<file path="src/rtl/accum_burst_ctrl_pkg.sv">
// Shared definitions for the accumulator burst sequencer and its datapath:
// default widths and the sequencer state encoding.
package accum_burst_ctrl_pkg;

  localparam int DEF_WIDTH = 8;
  localparam int DEF_LEN_W = 8;

  typedef logic [1:0] state_t;

  localparam state_t IDLE  = 2'd0;
  localparam state_t CLEAR = 2'd1;
  localparam state_t ACCUM = 2'd2;
  localparam state_t DONE  = 2'd3;

endpackage

</file>
<file path="src/rtl/accum_burst_ctrl_if.sv">
// Command, operand and result handshakes of the burst sequencer.
// master = command/operand source and result sink; slave = the sequencer.
interface accum_burst_ctrl_if
  import accum_burst_ctrl_pkg::*;
#(
  parameter int WIDTH = DEF_WIDTH,
  parameter int LEN_W = DEF_LEN_W
);

  logic             cmd_valid;
  logic             cmd_ready;
  logic [LEN_W-1:0] cmd_len;
  logic             in_valid;
  logic             in_ready;
  logic [WIDTH-1:0] in_data;
  logic             res_valid;
  logic             res_ready;
  logic [WIDTH-1:0] res_data;
  logic             busy;

  modport master (
    output cmd_valid, cmd_len, in_valid, in_data, res_ready,
    input  cmd_ready, in_ready, res_valid, res_data, busy
  );

  modport slave (
    input  cmd_valid, cmd_len, in_valid, in_data, res_ready,
    output cmd_ready, in_ready, res_valid, res_data, busy
  );

endinterface

</file>
<file path="src/rtl/accum_burst_ctrl_accumulator.sv">
// Plain wrapping accumulator: adds in to sum when en is high; synchronous
// active-high rst (also used as the per-burst clear) zeroes the sum.
module accumulator
  import accum_burst_ctrl_pkg::*;
#(
  parameter int WIDTH = DEF_WIDTH
) (
  input  logic             clk,
  input  logic             rst,
  input  logic             en,
  input  logic [WIDTH-1:0] in,
  output logic [WIDTH-1:0] sum
);

  // NOTE: clocked state uses non-blocking (<=) so every flop samples pre-edge values.
  always_ff @(posedge clk) begin
    if (rst)     sum <= '0;
    else if (en) sum <= sum + in;
  end

endmodule

</file>
<file path="src/rtl/accum_burst_ctrl.sv">
// Burst sequencer: accepts a command, clears the accumulator, feeds it exactly
// cmd_len operands, then holds the sum on the result handshake until taken.
module accum_burst_ctrl
  import accum_burst_ctrl_pkg::*;
#(
  parameter int WIDTH = DEF_WIDTH,
  parameter int LEN_W = DEF_LEN_W
) (
  input  logic               clk,
  input  logic               rst,
  accum_burst_ctrl_if.slave  bus
);

  state_t           state;
  state_t           state_nxt;
  logic [LEN_W-1:0] count;
  logic             clear;
  logic             beat;
  logic [WIDTH-1:0] sum;

  assign clear = (state == CLEAR);
  assign beat  = (state == ACCUM) && bus.in_valid;

  always_comb begin
    // NOTE: default first so every path assigns state_nxt and no latch is inferred.
    state_nxt = state;
    case (state)
      IDLE:    if (bus.cmd_valid) state_nxt = CLEAR;
      CLEAR:   state_nxt = (count != '0) ? ACCUM : DONE;
      ACCUM:   if (beat && count == LEN_W'(1)) state_nxt = DONE;
      DONE:    if (bus.res_ready) state_nxt = IDLE;
      default: state_nxt = IDLE;
    endcase
  end

  always_ff @(posedge clk) begin
    if (rst) begin
      state <= IDLE;
      count <= '0;
    end else begin
      state <= state_nxt;
      if (state == IDLE && bus.cmd_valid) count <= bus.cmd_len;
      else if (beat)                      count <= count - LEN_W'(1);
    end
  end

  // The clear strobe reuses the datapath reset, so a new burst never sees old sum.
  accumulator #(
    .WIDTH (WIDTH)
  ) u_acc (
    .clk (clk),
    .rst (rst | clear),
    .en  (beat),
    .in  (bus.in_data),
    .sum (sum)
  );

  // Handshake outputs decode state only; res_data is the registered sum.
  assign bus.cmd_ready = (state == IDLE);
  assign bus.in_ready  = (state == ACCUM);
  assign bus.res_valid = (state == DONE);
  assign bus.res_data  = sum;
  assign bus.busy      = (state != IDLE);

endmodule

</file>
<file path="src/flat_wrapper.sv">
// flat-port wrapper written by rule: the top's interface ports become plain ports
module accum_burst_ctrl_flat import accum_burst_ctrl_pkg::*;
#(
  parameter int WIDTH = DEF_WIDTH,
  parameter int LEN_W = DEF_LEN_W
)
  (clk, rst, bus_cmd_valid, bus_cmd_len, bus_in_valid, bus_in_data, bus_res_ready, bus_cmd_ready, bus_in_ready, bus_res_valid, bus_res_data, bus_busy);
  accum_burst_ctrl_if #(.WIDTH(WIDTH), .LEN_W(LEN_W)) bus_i ();
  input  logic clk;
  input  logic rst;
  input wire logic [$bits(bus_i.cmd_valid)-1:0] bus_cmd_valid;
  input wire logic [$bits(bus_i.cmd_len)-1:0] bus_cmd_len;
  input wire logic [$bits(bus_i.in_valid)-1:0] bus_in_valid;
  input wire logic [$bits(bus_i.in_data)-1:0] bus_in_data;
  input wire logic [$bits(bus_i.res_ready)-1:0] bus_res_ready;
  output wire logic [$bits(bus_i.cmd_ready)-1:0] bus_cmd_ready;
  output wire logic [$bits(bus_i.in_ready)-1:0] bus_in_ready;
  output wire logic [$bits(bus_i.res_valid)-1:0] bus_res_valid;
  output wire logic [$bits(bus_i.res_data)-1:0] bus_res_data;
  output wire logic [$bits(bus_i.busy)-1:0] bus_busy;
  assign bus_i.cmd_valid = bus_cmd_valid;
  assign bus_i.cmd_len = bus_cmd_len;
  assign bus_i.in_valid = bus_in_valid;
  assign bus_i.in_data = bus_in_data;
  assign bus_i.res_ready = bus_res_ready;
  assign bus_cmd_ready = bus_i.cmd_ready;
  assign bus_in_ready = bus_i.in_ready;
  assign bus_res_valid = bus_i.res_valid;
  assign bus_res_data = bus_i.res_data;
  assign bus_busy = bus_i.busy;
  accum_burst_ctrl #(.WIDTH(WIDTH), .LEN_W(LEN_W)) u_core (.clk(clk), .rst(rst), .bus(bus_i));
endmodule
</file>
<file path="config.mk">
export PLATFORM = sky130hd
export DESIGN_NAME = accum_burst_ctrl_flat
export DESIGN_NICKNAME = d
export VERILOG_FILES = /design/src/rtl/accum_burst_ctrl_pkg.sv /design/src/rtl/accum_burst_ctrl_if.sv /design/src/rtl/accum_burst_ctrl_accumulator.sv /design/src/rtl/accum_burst_ctrl.sv /design/src/flat_wrapper.sv
export SDC_FILE = /design/constraint.sdc
export NUM_CORES = 1
export LEC_CHECK = 0
export CAP_MARGIN = 20
export CORE_MARGIN = 3
export CORE_UTILIZATION = 25
export CTS_BUF_LIST = sky130_fd_sc_hd__clkbuf_4
export DETAILED_ROUTE_END_ITERATION = 7
export DONT_BUFFER_PORTS = 1
export GPL_ROUTABILITY_DRIVEN = 0
export GPL_TIMING_DRIVEN = 0
export PLACE_DENSITY = 0.41
export SLEW_MARGIN = 40
export SYNTH_ARGS = -nofsm -noshare
export SYNTH_HDL_FRONTEND = slang
export SYNTH_HIERARCHICAL = 1
export SYNTH_SLANG_ARGS = --single-unit
</file>
<file path="constraint.sdc">
create_clock -name clk -period 2.6 [get_ports clk]
set_input_delay 0.52 -clock clk [delete_from_list [all_inputs] [get_ports clk]]
set_output_delay 0.52 -clock clk [all_outputs]
set_load 0.05 [all_outputs]
</file>
==> qor.csv <==
stage,metric,value,unit
status,outcome,"finished, final reports clean",
power_and_ir_drop,leak pwr,0.000508,µW
yosys,ys async rst share,0,%
drt,DRT antenna net count,0,
drt,vias after detailed routing,1096,
sta,Finish-stage setup viols,0,
layout,"commonest cells after routing, fill and taps aside","dfxtp_1 (17), ha_1 (14), inv_1 (11), nor2_1 (11), nand2_1 (9)",
critical_path,worst r2r path cells,7,
clocking,Clock Sinks,18,
power_and_ir_drop,Reg power frac,41.1,%
die,row count,25,
clocking,TritonCTS buffer count,3,
power_and_ir_drop,switching part of the total power,47.1,%
global_routing,initial antenna violation count,0,
yosys,Synth Flop Type,dfxtp_1,
layout,"commonest non-fill, non-tap cell in the layout",dfxtp_1,
drt,mean routed wirelength per cell,13.6,µm
layout,Fill cells,515,
die,Die Span X,77.7,µm
yosys,Synth Instances,151,
drt,iteration count of the initial detailed-routing pass,4,
layout,cell area after layout,1410,µm²
placed_design,Placed Area,1370,µm²
power_and_ir_drop,Comb pwr share,44.9,%
drt,via/cell ratio,4.94,
yosys,syn nets,188,
power_and_ir_drop,PwrDens,763,nW/µm²
die,Initial Util,26.5,%
sta,Tcrit/Tclk final,93.9,%
yosys,Yosys reg bits,18,
drt,final WL,3020,µm
die,chip height,77.7,µm
sta,worst-margin pin slew,0.607,ns
yosys,mapped cell area,1280,µm²
job,max cap viols,0,
global_routing,vias in the first global route,1087,
clocking,Max clock buf depth,2,
layout,fraction of layout cells with a size suffix above 1,9.68,%
sta,hold slack final,0.389,ns
sta,fmax,0.409,GHz
power_and_ir_drop,maximum VDD drop,0.500,mV
clocking,CTS tree,yes,
yosys,register area share after synthesis,28.1,%
yosys,post-synthesis cell type count,42,
layout,final net count,193,
sta,Clock Skews,0.00335,ns
layout,Non-Filler Instances,222,
clocking,CTS Root Buffer Type,clkbuf_4,
power_and_ir_drop,net switching power,506,µW
power_and_ir_drop,Design Power,1070,µW
drt,DRC marker count from the first detailed-route iteration,43,
die,num ports,33,
drt,drc violations,0,
hold_path,hold-critical path depth,2,
placed_design,post-DP HPWL,2360,µm
critical_path,CP cell instances,inv_1 -> fa_1 -> nor2b_1 -> o21a_1 -> o21bai_1 -> and3_1 -> or4_1,
clocking,clk_lat worst skew,0.30,ns
critical_path,Worst setup EP type,flip-flop,
critical_path,Critical Path Start Type,flip-flop,
layout,Antenna diodes,0,
yosys,Yosys warnings,6,
critical_path,max incr delay on CP,0.70,ns
global_routing,first-pass GRT wire length,4920,µm
critical_path,CP arrival,2.62,ns
clocking,H-tree level count,1,
critical_path,Worst Path Required,2.78,ns
power_and_ir_drop,Internal,569,µW
layout,area growth from synthesis to layout,9.75,%
die,core footprint,4850,µm²
global_routing,All-Layer GR Usage,10.2,%
sta,Final Hold Fails,0,
global_routing,global route overflow,0,
layout,Util after Layout,29.1,%
sta,RSZ-0062 raised after global routing,false,
clocking,Worst-path clk slew,0.11,ns
power_and_ir_drop,clock network power share,14.1,%
sta,min cycle time layout,2.44,ns
global_routing,maximum number of pins on one net before global-route repair,11,
sta,Slew headroom,59.5,%
placed_design,Placed Cells,218,
critical_path,CP max FO,4,
hold_path,Hold Crit Class,input pin to flip-flop,
critical_path,slowest CP cell,dfxtp_1,
sta,count of pins over their slew limit,0,
die,die area,6030,µm²
yosys,number of synthesized flops with an enable pin,0,
critical_path,CP Class,flip-flop to flip-flop,
yosys,Mean Syn Cell Area,8.50,µm²
placed_design,port bufs,0,
==> critical path: cells and delay by family (launching register included) <==
kind                     cells  cell delay [ns]
buffers and inverters        1             0.13
AO/OA/AOI/OAI                2             0.23
flip-flops                   1             0.70
AND/OR/NAND/NOR              3             0.80
adder cells (fa/ha/maj)      1             0.45
==> power by group through the flow <==
stage	Combinational (µW)	Sequential (µW)	Clock (µW)
2_1_floorplan	399	428	0
3_3_place_gp	462	440	0
3_5_place_dp	472	444	0
4_1_cts	478	439	162
5_1_grt	529	451	175
6_report	482	442	151
==> synthesized netlist by cell type, drive strengths merged, types with 4 or more instances <==
master  instances  area share (%)
buf             4             1.3
xnor2           6             4.1
nor2           11             3.2
nor4            4             1.9
mux2i           4             3.1
nor3            5             1.9
dfxtp          18              28
inv            11             3.2
nand2           9             2.6
a21oi          10             4.5
a211oi          7             4.1
nand3           6             2.3
o21ai           4             1.6
ha             15              15
==> registers in the layout (all words and copies together), names as in the netlist <==
register          flops
u_core/count          8
u_core/state          2
u_core/u_acc/sum      8
==> metrics by stage <==
step | setup WS [ns] | setup TNS [ns]
floorplan | 0.184 | 0
global placement | -0.188 | -0.408
detailed placement | -0.238 | -0.625
CTS | 0.102 | 0
global route | 0.00941 | 0
finish | 0.158 | 0
==> final cells by class <==
cell class / count / area (µm²) / area share (%)
Multi-Input combinational cell: 117 / 875 / 62.1
Inverter: 11 / 41.3 / 2.93
Tap cell: 67 / 83.8 / 5.95
Clock inverter: 1 / 3.75 / 0.266
Sequential cell: 18 / 362 / 25.7
Buffer: 5 / 21.3 / 1.51
Clock buffer: 3 / 22.5 / 1.60
==> cell families (layout without fill, tap and decap cells) <==
kind of cell / after synthesis / in the layout / synth area share (%)
AND/OR/NAND/NOR: 55 / 55 / 23.9
AO/OA/AOI/OAI: 34 / 34 / 18.3
flip-flops: 18 / 18 / 28.1
adder cells (fa/ha/maj): 16 / 16 / 16.2
buffers and inverters: 16 / 20 / 4.78
XOR/XNOR: 7 / 7 / 4.78
multiplexers: 5 / 5 / 4.00
==> what timing repair did <==
item	CTS	global route
hold buffers	0	0
gates resized for setup	3	1
endpoints found under the setup margin	6	1
cloned	0	0
setup buffers	0	0
==> per-layer routing <==
metal / wire length [µm] / GRT usage [%] / up-vias / share of wire (%)
met2: 1540 / 18.9 / 33 / 51
met5: 0 / 0 / - / 0
met4: 15 / 1.96 / 0 / 0.50
li1: - / - / 561 / -
met1: 1290 / 10.8 / 500 / 43
met3: 176 / 3.83 / 2 / 5.8
==> final timing paths <==
kind / start / slack, ns / end
worst max-delay path: u_core/u_acc/sum[1]$_SDFFE_PP0P_ / 0.16 / u_core/u_acc/sum[6]$_SDFFE_PP0P_
worst min-delay path: rst / 0.39 / u_core/state[1]$_SDFFE_PP0P_
worst max register to register: u_core/u_acc/sum[1]$_SDFFE_PP0P_ / 0.16 / u_core/u_acc/sum[6]$_SDFFE_PP0P_
worst min register to register: u_core/count[6]$_SDFFE_PP0P_ / 0.56 / u_core/count[6]$_SDFFE_PP0P_
No activity file was read; power rests on OpenSTA's default activity.
